--- src/rtl/uart_core.sv ---
`default_nettype none
// ============================================================================
// Module      : uart_core
// Description : Full-duplex UART with TX/RX FIFOs and sticky error flags.
//               Optional parity is enabled by defining UART_PARITY_EN.
// Revision    : 1.0 - initial release
// ============================================================================
module uart_core #(
    parameter int CLK_FREQ   = 50000000,
    parameter int BAUD_RATE  = 9600,
    parameter int DATA_BITS  = 8,
    parameter int FIFO_DEPTH = 16,
    parameter int PARITY_ODD = 0
) (
    input  logic                          clk,
    input  logic                          reset_n,
    input  logic                          i_tx_valid,
    input  logic [DATA_BITS-1:0]          i_tx_data,
    output logic                          o_tx_ready,
    output logic                          o_tx,
    input  logic                          i_rx,
    output logic                          o_rx_valid,
    output logic [DATA_BITS-1:0]          o_rx_data,
    input  logic                          i_rx_ready,
    output logic                          o_tx_busy,
    output logic [$clog2(FIFO_DEPTH):0]   o_tx_level,
    output logic [$clog2(FIFO_DEPTH):0]   o_rx_level,
    output logic                          o_frame_err,
    output logic                          o_overflow,
    output logic                          o_parity_err,
    input  logic                          i_clear_err
);

    localparam int c_cpb = CLK_FREQ / BAUD_RATE;
    localparam int c_cw  = $clog2(c_cpb);
    localparam int c_aw  = $clog2(FIFO_DEPTH);
    localparam int c_lw  = c_aw + 1;
    localparam int c_bw  = $clog2(DATA_BITS);
    localparam logic [c_cw-1:0] c_cnt_last = c_cw'(c_cpb - 1);
    localparam logic [c_cw-1:0] c_cnt_half = c_cw'(c_cpb / 2 - 1);
    localparam logic [c_bw-1:0] c_bit_last = c_bw'(DATA_BITS - 1);
    localparam logic [c_lw-1:0] c_full     = c_lw'(FIFO_DEPTH);
    localparam logic            c_par_odd  = (PARITY_ODD != 0);
`ifdef UART_PARITY_EN
    localparam logic            c_par_en   = 1'b1;
`else
    localparam logic            c_par_en   = 1'b0;
`endif

    typedef enum logic [2:0] {
        S_IDLE   = 3'd0,
        S_START  = 3'd1,
        S_DATA   = 3'd2,
        S_PARITY = 3'd3,
        S_STOP   = 3'd4
    } state_t;

    // ---------------------------------------------------------------- TX
    logic [DATA_BITS-1:0] r_tx_mem [FIFO_DEPTH];
    logic [c_aw-1:0]      r_tx_wp, r_tx_rp;
    logic [c_lw-1:0]      r_tx_cnt;
    state_t               r_tx_state;
    logic [c_cw-1:0]      r_tx_tick;
    logic [c_bw-1:0]      r_tx_bitc;
    logic [DATA_BITS-1:0] r_tx_shift;
    logic                 r_tx_par;
    logic                 r_tx;
    logic                 w_tx_push, w_tx_load;
    logic [DATA_BITS-1:0] w_tx_head;

    assign o_tx_ready = (r_tx_cnt != c_full);
    assign w_tx_push  = i_tx_valid && o_tx_ready;
    assign w_tx_head  = r_tx_mem[r_tx_rp];
    // A new frame may start from IDLE or straight out of the last STOP cycle.
    assign w_tx_load  = (r_tx_cnt != '0) &&
                        ((r_tx_state == S_IDLE) ||
                         (r_tx_state == S_STOP && r_tx_tick == c_cnt_last));
    assign o_tx       = r_tx;
    assign o_tx_busy  = (r_tx_state != S_IDLE) || (r_tx_cnt != '0);
    assign o_tx_level = r_tx_cnt;

    always_ff @(posedge clk) begin
        if (w_tx_push) r_tx_mem[r_tx_wp] <= i_tx_data;
    end

    always_ff @(posedge clk) begin
        if (!reset_n) begin
            r_tx_wp  <= '0;
            r_tx_rp  <= '0;
            r_tx_cnt <= '0;
        end else begin
            if (w_tx_push) r_tx_wp <= r_tx_wp + 1'b1;
            if (w_tx_load) r_tx_rp <= r_tx_rp + 1'b1;
            if (w_tx_push && !w_tx_load)      r_tx_cnt <= r_tx_cnt + 1'b1;
            else if (!w_tx_push && w_tx_load) r_tx_cnt <= r_tx_cnt - 1'b1;
        end
    end

    always_ff @(posedge clk) begin
        if (!reset_n) begin
            r_tx_state <= S_IDLE;
            r_tx_tick  <= '0;
            r_tx_bitc  <= '0;
            r_tx_shift <= '0;
            r_tx_par   <= 1'b0;
            r_tx       <= 1'b1;
        end else begin
            r_tx_tick <= r_tx_tick + 1'b1;
            case (r_tx_state)
                S_IDLE: r_tx_tick <= '0;
                S_START: if (r_tx_tick == c_cnt_last) begin
                    r_tx_tick  <= '0;
                    r_tx_bitc  <= '0;
                    r_tx       <= r_tx_shift[0];
                    r_tx_shift <= r_tx_shift >> 1;
                    r_tx_state <= S_DATA;
                end
                S_DATA: if (r_tx_tick == c_cnt_last) begin
                    r_tx_tick <= '0;
                    if (r_tx_bitc == c_bit_last) begin
                        r_tx       <= c_par_en ? r_tx_par : 1'b1;
                        r_tx_state <= c_par_en ? S_PARITY : S_STOP;
                    end else begin
                        r_tx_bitc  <= r_tx_bitc + 1'b1;
                        r_tx       <= r_tx_shift[0];
                        r_tx_shift <= r_tx_shift >> 1;
                    end
                end
                S_PARITY: if (r_tx_tick == c_cnt_last) begin
                    r_tx_tick  <= '0;
                    r_tx       <= 1'b1;
                    r_tx_state <= S_STOP;
                end
                S_STOP: if (r_tx_tick == c_cnt_last) begin
                    r_tx_tick  <= '0;
                    r_tx_state <= S_IDLE;
                end
                default: r_tx_state <= S_IDLE;
            endcase
            // Overrides the STOP->IDLE move for back-to-back frames.
            if (w_tx_load) begin
                r_tx_shift <= w_tx_head;
                r_tx_par   <= (^w_tx_head) ^ c_par_odd;
                r_tx       <= 1'b0;
                r_tx_tick  <= '0;
                r_tx_state <= S_START;
            end
        end
    end

    // ---------------------------------------------------------------- RX
    logic [DATA_BITS-1:0] r_rx_mem [FIFO_DEPTH];
    logic [c_aw-1:0]      r_rx_wp, r_rx_rp;
    logic [c_lw-1:0]      r_rx_cnt;
    logic                 r_rx_meta, r_rx_sync;
    state_t               r_rx_state;
    logic [c_cw-1:0]      r_rx_tick;
    logic [c_bw-1:0]      r_rx_bitc;
    logic [DATA_BITS-1:0] r_rx_shift;
    logic                 r_rx_par;
    logic                 r_frame_err, r_overflow, r_parity_err;
    logic                 w_rx_stop, w_par_ok, w_rx_pop, w_rx_room, w_rx_push;

    assign w_rx_stop    = (r_rx_state == S_STOP) && (r_rx_tick == c_cnt_last);
    assign w_par_ok     = !c_par_en || (((^r_rx_shift) ^ c_par_odd) == r_rx_par);
    assign w_rx_pop     = i_rx_ready && (r_rx_cnt != '0);
    assign w_rx_room    = (r_rx_cnt != c_full) || w_rx_pop;
    assign w_rx_push    = w_rx_stop && r_rx_sync && w_par_ok && w_rx_room;
    assign o_rx_valid   = (r_rx_cnt != '0);
    assign o_rx_data    = o_rx_valid ? r_rx_mem[r_rx_rp] : '0;
    assign o_rx_level   = r_rx_cnt;
    assign o_frame_err  = r_frame_err;
    assign o_overflow   = r_overflow;
    assign o_parity_err = c_par_en ? r_parity_err : 1'b0;

    always_ff @(posedge clk) begin
        if (w_rx_push) r_rx_mem[r_rx_wp] <= r_rx_shift;
    end

    always_ff @(posedge clk) begin
        if (!reset_n) begin
            r_rx_wp   <= '0;
            r_rx_rp   <= '0;
            r_rx_cnt  <= '0;
            r_rx_meta <= 1'b1;
            r_rx_sync <= 1'b1;
        end else begin
            r_rx_meta <= i_rx;
            r_rx_sync <= r_rx_meta;
            if (w_rx_push) r_rx_wp <= r_rx_wp + 1'b1;
            if (w_rx_pop)  r_rx_rp <= r_rx_rp + 1'b1;
            if (w_rx_push && !w_rx_pop)      r_rx_cnt <= r_rx_cnt + 1'b1;
            else if (!w_rx_push && w_rx_pop) r_rx_cnt <= r_rx_cnt - 1'b1;
        end
    end

    always_ff @(posedge clk) begin
        if (!reset_n) begin
            r_rx_state   <= S_IDLE;
            r_rx_tick    <= '0;
            r_rx_bitc    <= '0;
            r_rx_shift   <= '0;
            r_rx_par     <= 1'b0;
            r_frame_err  <= 1'b0;
            r_overflow   <= 1'b0;
            r_parity_err <= 1'b0;
        end else begin
            r_rx_tick <= r_rx_tick + 1'b1;
            // Clear first so an error event in the same cycle wins.
            if (i_clear_err) begin
                r_frame_err  <= 1'b0;
                r_overflow   <= 1'b0;
                r_parity_err <= 1'b0;
            end
            case (r_rx_state)
                S_IDLE: begin
                    r_rx_tick <= '0;
                    if (!r_rx_sync) r_rx_state <= S_START;
                end
                S_START: if (r_rx_tick == c_cnt_half) begin
                    r_rx_tick  <= '0;
                    r_rx_bitc  <= '0;
                    r_rx_state <= r_rx_sync ? S_IDLE : S_DATA;
                end
                S_DATA: if (r_rx_tick == c_cnt_last) begin
                    r_rx_tick  <= '0;
                    r_rx_shift <= {r_rx_sync, r_rx_shift[DATA_BITS-1:1]};
                    if (r_rx_bitc == c_bit_last)
                        r_rx_state <= c_par_en ? S_PARITY : S_STOP;
                    else
                        r_rx_bitc <= r_rx_bitc + 1'b1;
                end
                S_PARITY: if (r_rx_tick == c_cnt_last) begin
                    r_rx_tick  <= '0;
                    r_rx_par   <= r_rx_sync;
                    r_rx_state <= S_STOP;
                end
                S_STOP: if (r_rx_tick == c_cnt_last) begin
                    r_rx_tick  <= '0;
                    r_rx_state <= S_IDLE;
                    if (!r_rx_sync)      r_frame_err  <= 1'b1;
                    else if (!w_par_ok)  r_parity_err <= 1'b1;
                    else if (!w_rx_room) r_overflow   <= 1'b1;
                end
                default: r_rx_state <= S_IDLE;
            endcase
        end
    end

endmodule
`default_nettype wire

--- config.mk ---
export PLATFORM = sky130hd
export DESIGN_NAME = uart_core
export DESIGN_NICKNAME = d
export VERILOG_FILES = /design/src/rtl/uart_core.sv
export SDC_FILE = /design/constraint.sdc
export NUM_CORES = 1
export LEC_CHECK = 0
export ABC_CLOCK_PERIOD_IN_PS = 10450
export CAP_MARGIN = 20
export CORE_UTILIZATION = 40
export CTS_CLUSTER_SIZE = 16
export DETAILED_ROUTE_END_ITERATION = 8
export PLACE_DENSITY = 0.64
export SLEW_MARGIN = 0
export SYNTH_ARGS = -nofsm -noshare
export SYNTH_HDL_FRONTEND = slang
export SYNTH_SLANG_ARGS = --single-unit
export TNS_END_PERCENT = 1
--- constraint.sdc ---
create_clock -name clk -period 10.45 [get_ports clk]
set_clock_uncertainty 0.2 [all_clocks]
set_input_delay 2.6125 -clock clk [delete_from_list [all_inputs] [get_ports clk]]
set_output_delay 2.6125 -clock clk [all_outputs]
set_load 0.05 [all_outputs]
==> metrics <==
asr flop ratio synth 0; final period utilization 0.586; clk slew on worst S/H paths 0.06 ns; share of layout cells above drive strength 1 0.156; Die Wd 190 um; share of Yosys cell area claimed by the top area cell type 0.546; Critical Path Most Common Cell mux4_2; post-layout min period 6.12 ns; IR Drop Worst-Case VDD 0.111 mV; Mapped Area 14100 um2; Peak Freq 0.163 GHz; GRT Util Overall 0.153; post-DP HPWL 16500 um; cell total after placement 1363; Area Overhead vs Synth 14.8%; top cells by count, synth edfxtp_1 (256), nor2_1 (100), dfxtp_1 (93); Clk network pwr share 0.390; CTS Hold Bufs 0; TNS Setup 0 ns; TritonCTS buffer count 37; Post-synth EDFFs 256; most frequent cell after synthesis edfxtp_1; min-delay src r_rx_meta; Buf/Inv on CP 2; global placement routability congestion 0.767; Synth warnings 0; synth top area cells edfxtp_1 (55%), dfxtp_1 (13%), mux4_2 (12%), nor2_1 (2.7%), ha_1 (2.2%); CP Cell Sequence buf_4, mux4_2, mux4_2, and2_1, clkdlybuf4s50_1; via count 7421; Hold EP r_rx_sync; Post-Syn Nets 950; Tot Pwr 3.27 mW; static leakage 5.23 nW; PwrDens 202 nW/um2; WL final 26500 um; Finished Layout Cells 1433; H-tree depth 2; Worst-Margin Slew 1.06 ns; filler cell count 3034; RSZ-0062 raised after global routing false; 1st-iter DRT viols 547; setup bufs post-CTS 0; first-pass GRT wire length 42300 um; via/cell ratio 5.18; Final nets 992; critical setup path kind flop to output pin; post-cts resize count 0; Yosys cell types 60; core area 34500 um2; Starting Density 0.407; delay-heaviest family, CP buffers and inverters; Pint 2.47 mW; Remaining DRCs 0; hold path depth 1; RR Endpoint o_tx_level[4]; CP Data Arrival Time 3.31 ns; Setup crit start kind flop; total congestion overflow 0; outcome finished clean; die height 190 um; total die area 35900 um2; Max Cap Violations 0; crit path max fanout 32; later-pin clock latency in the skew report 0.52 ns; Avg WL per Cell 18.5 um; Syn Area/Cell 15.5 um2; Hold Crit Class flop to flop; TritonCTS clock tree done; Final Max Slew Viols 0; largest net degree at the start of global routing 46; Worst R2R Path Depth 13; sequential fraction of the synthesis area 0.679; Worst slew margin 0.294; switching pwr 796 uW; Max Root-Sink Buffers 3; router iterations before antenna repair 5; R2R Setup Slk 6.37 ns; Post-Syn Instances 909; combinational power share 0.129; CTS root buffer clkbuf_16; vias in the first global route 7478; Routed Antenna Nets 0; Main synth FF type edfxtp_1; Clock Sinks 349; Setup violations, final 0; IO buf count 37; Ports 39; Worst Setup End Kind output pin; FF-to-FF Start r_tx_tick[0]; Net Sw Frac 0.244; initial antenna violation count 0; cell taking the most area after synthesis edfxtp_1; n_diodes 0; worst endpoint required time 7.64 ns; Std-Cell Rows 68; Hold Vio Cnt, Final 0; FF+latch count, synth 349; Reg power frac 0.481; CP peak stage delay 0.70 ns; Slowest-stage cell, CP clkdlybuf4s50_1
## stage by stage
stage / util / hold slack (ns) / worst slack [ns] / area, um2
2_1_floorplan: - / 0.186 / 5.43 / 14100
3_3_place_gp: 0.431 / 0.198 / 4.78 / 14900
3_5_place_dp: 0.432 / 0.197 / 4.75 / 14900
4_1_cts: 0.466 / 0.227 / 4.25 / 16100
5_1_grt: 0.467 / 0.272 / 4.16 / 16100
6_report: 0.467 / 0.224 / 4.33 / 16100
## layout by cell type, fill, tap and decap left out, drive strengths merged, types with 4 or more instances in the layout
master	count
ha	25
clkdlybuf4s50	37
clkinv	17
inv	18
nand2b	14
a31oi	7
nor4	4
edfxtp	256
or4	6
xor2	20
or3	7
nor2	101
nand2	55
mux4	73
a21oi	22
nor3	18
clkbuf	44
nand3	32
and2	8
buf	10
o21ai	16
mux2i	21
xnor2	18
and3	8
dfxtp	93
a22oi	6
nand4	6
## area by class of cell
cell class / count / area (um2) / area share
flip-flops and latches: 349 / 9550 / 0.592
multi-input cells: 499 / 4300 / 0.266
clock buffers: 44 / 993 / 0.0615
well taps: 455 / 569 / 0.0353
repair buffers: 47 / 469 / 0.0291
clock inverters: 22 / 198 / 0.0122
inverters: 17 / 63.8 / 0.00395
## power by group through the flow
stage               clock (mW)  combinational (mW)  sequential [mW]
global route              1.35               0.469             1.58
finish                    1.27               0.423             1.57
floorplan                    0               0.306             1.61
global placement             0               0.406             1.61
detailed placement           0               0.410             1.61
CTS                       1.30               0.411             1.59
## per-layer routing
layer	track usage	up-vias	routed length, um
met3	0.0242	40	1200
met1	0.211	3690	12100
li1	-	3540	-
met4	0.0425	0	478
met5	0	-	0
met2	0.253	151	12700
## state kept, by name, indices dropped and copies added (netlist names), named ones only
register     cells
o_overflow       1
o_frame_err      1
o_rx_level       5
r_tx_mem       128
r_rx_bitc        3
r_tx_state       3
r_rx_meta        1
o_tx_level       5
r_tx_wp          4
r_tx_shift       8
r_tx_bitc        3
r_rx_wp          4
r_rx_tick       13
o_tx             1
r_rx_sync        1
r_tx_rp          4
r_rx_state       3
r_rx_mem       128
r_tx_tick       13
r_rx_rp          4
r_rx_shift       8
## cells by family after synthesis
| kind of cell | Yosys count | synth area share |
|---|---|---|
| xor+xnor | 38 | 0.0237 |
| mux | 95 | 0.133 |
| fa+ha+maj | 28 | 0.0258 |
| flops | 349 | 0.679 |
| buf+inv | 61 | 0.0181 |
| compound gates | 64 | 0.0275 |
| other cells | 1 | 0.000267 |
| simple gates | 273 | 0.0932 |
## worst register-to-register path, delay by kind of cell (launching register included)
kind	cells	cell delay [ns]
AND/OR/NAND/NOR	4	0.92
AO/OA/AOI/OAI	3	0.90
adder cells (fa/ha/maj)	3	0.87
buffers and inverters	2	0.55
flip-flops	1	0.38
multiplexers	1	0.19
## worst max-delay path by stage
stage,start,end,slack (ns),cells past startpoint
floorplan,o_rx_level[0],o_rx_data[0],5.43,4
finish,flop,o_rx_data[5],4.33,5
CTS,flop,o_rx_data[5],4.25,5
detailed placement,i_rx_ready,o_rx_level[4],4.75,12
global route,flop,o_rx_data[5],4.16,5
global placement,i_rx_ready,o_rx_level[4],4.78,12
(Power assumes the default switching activity.)
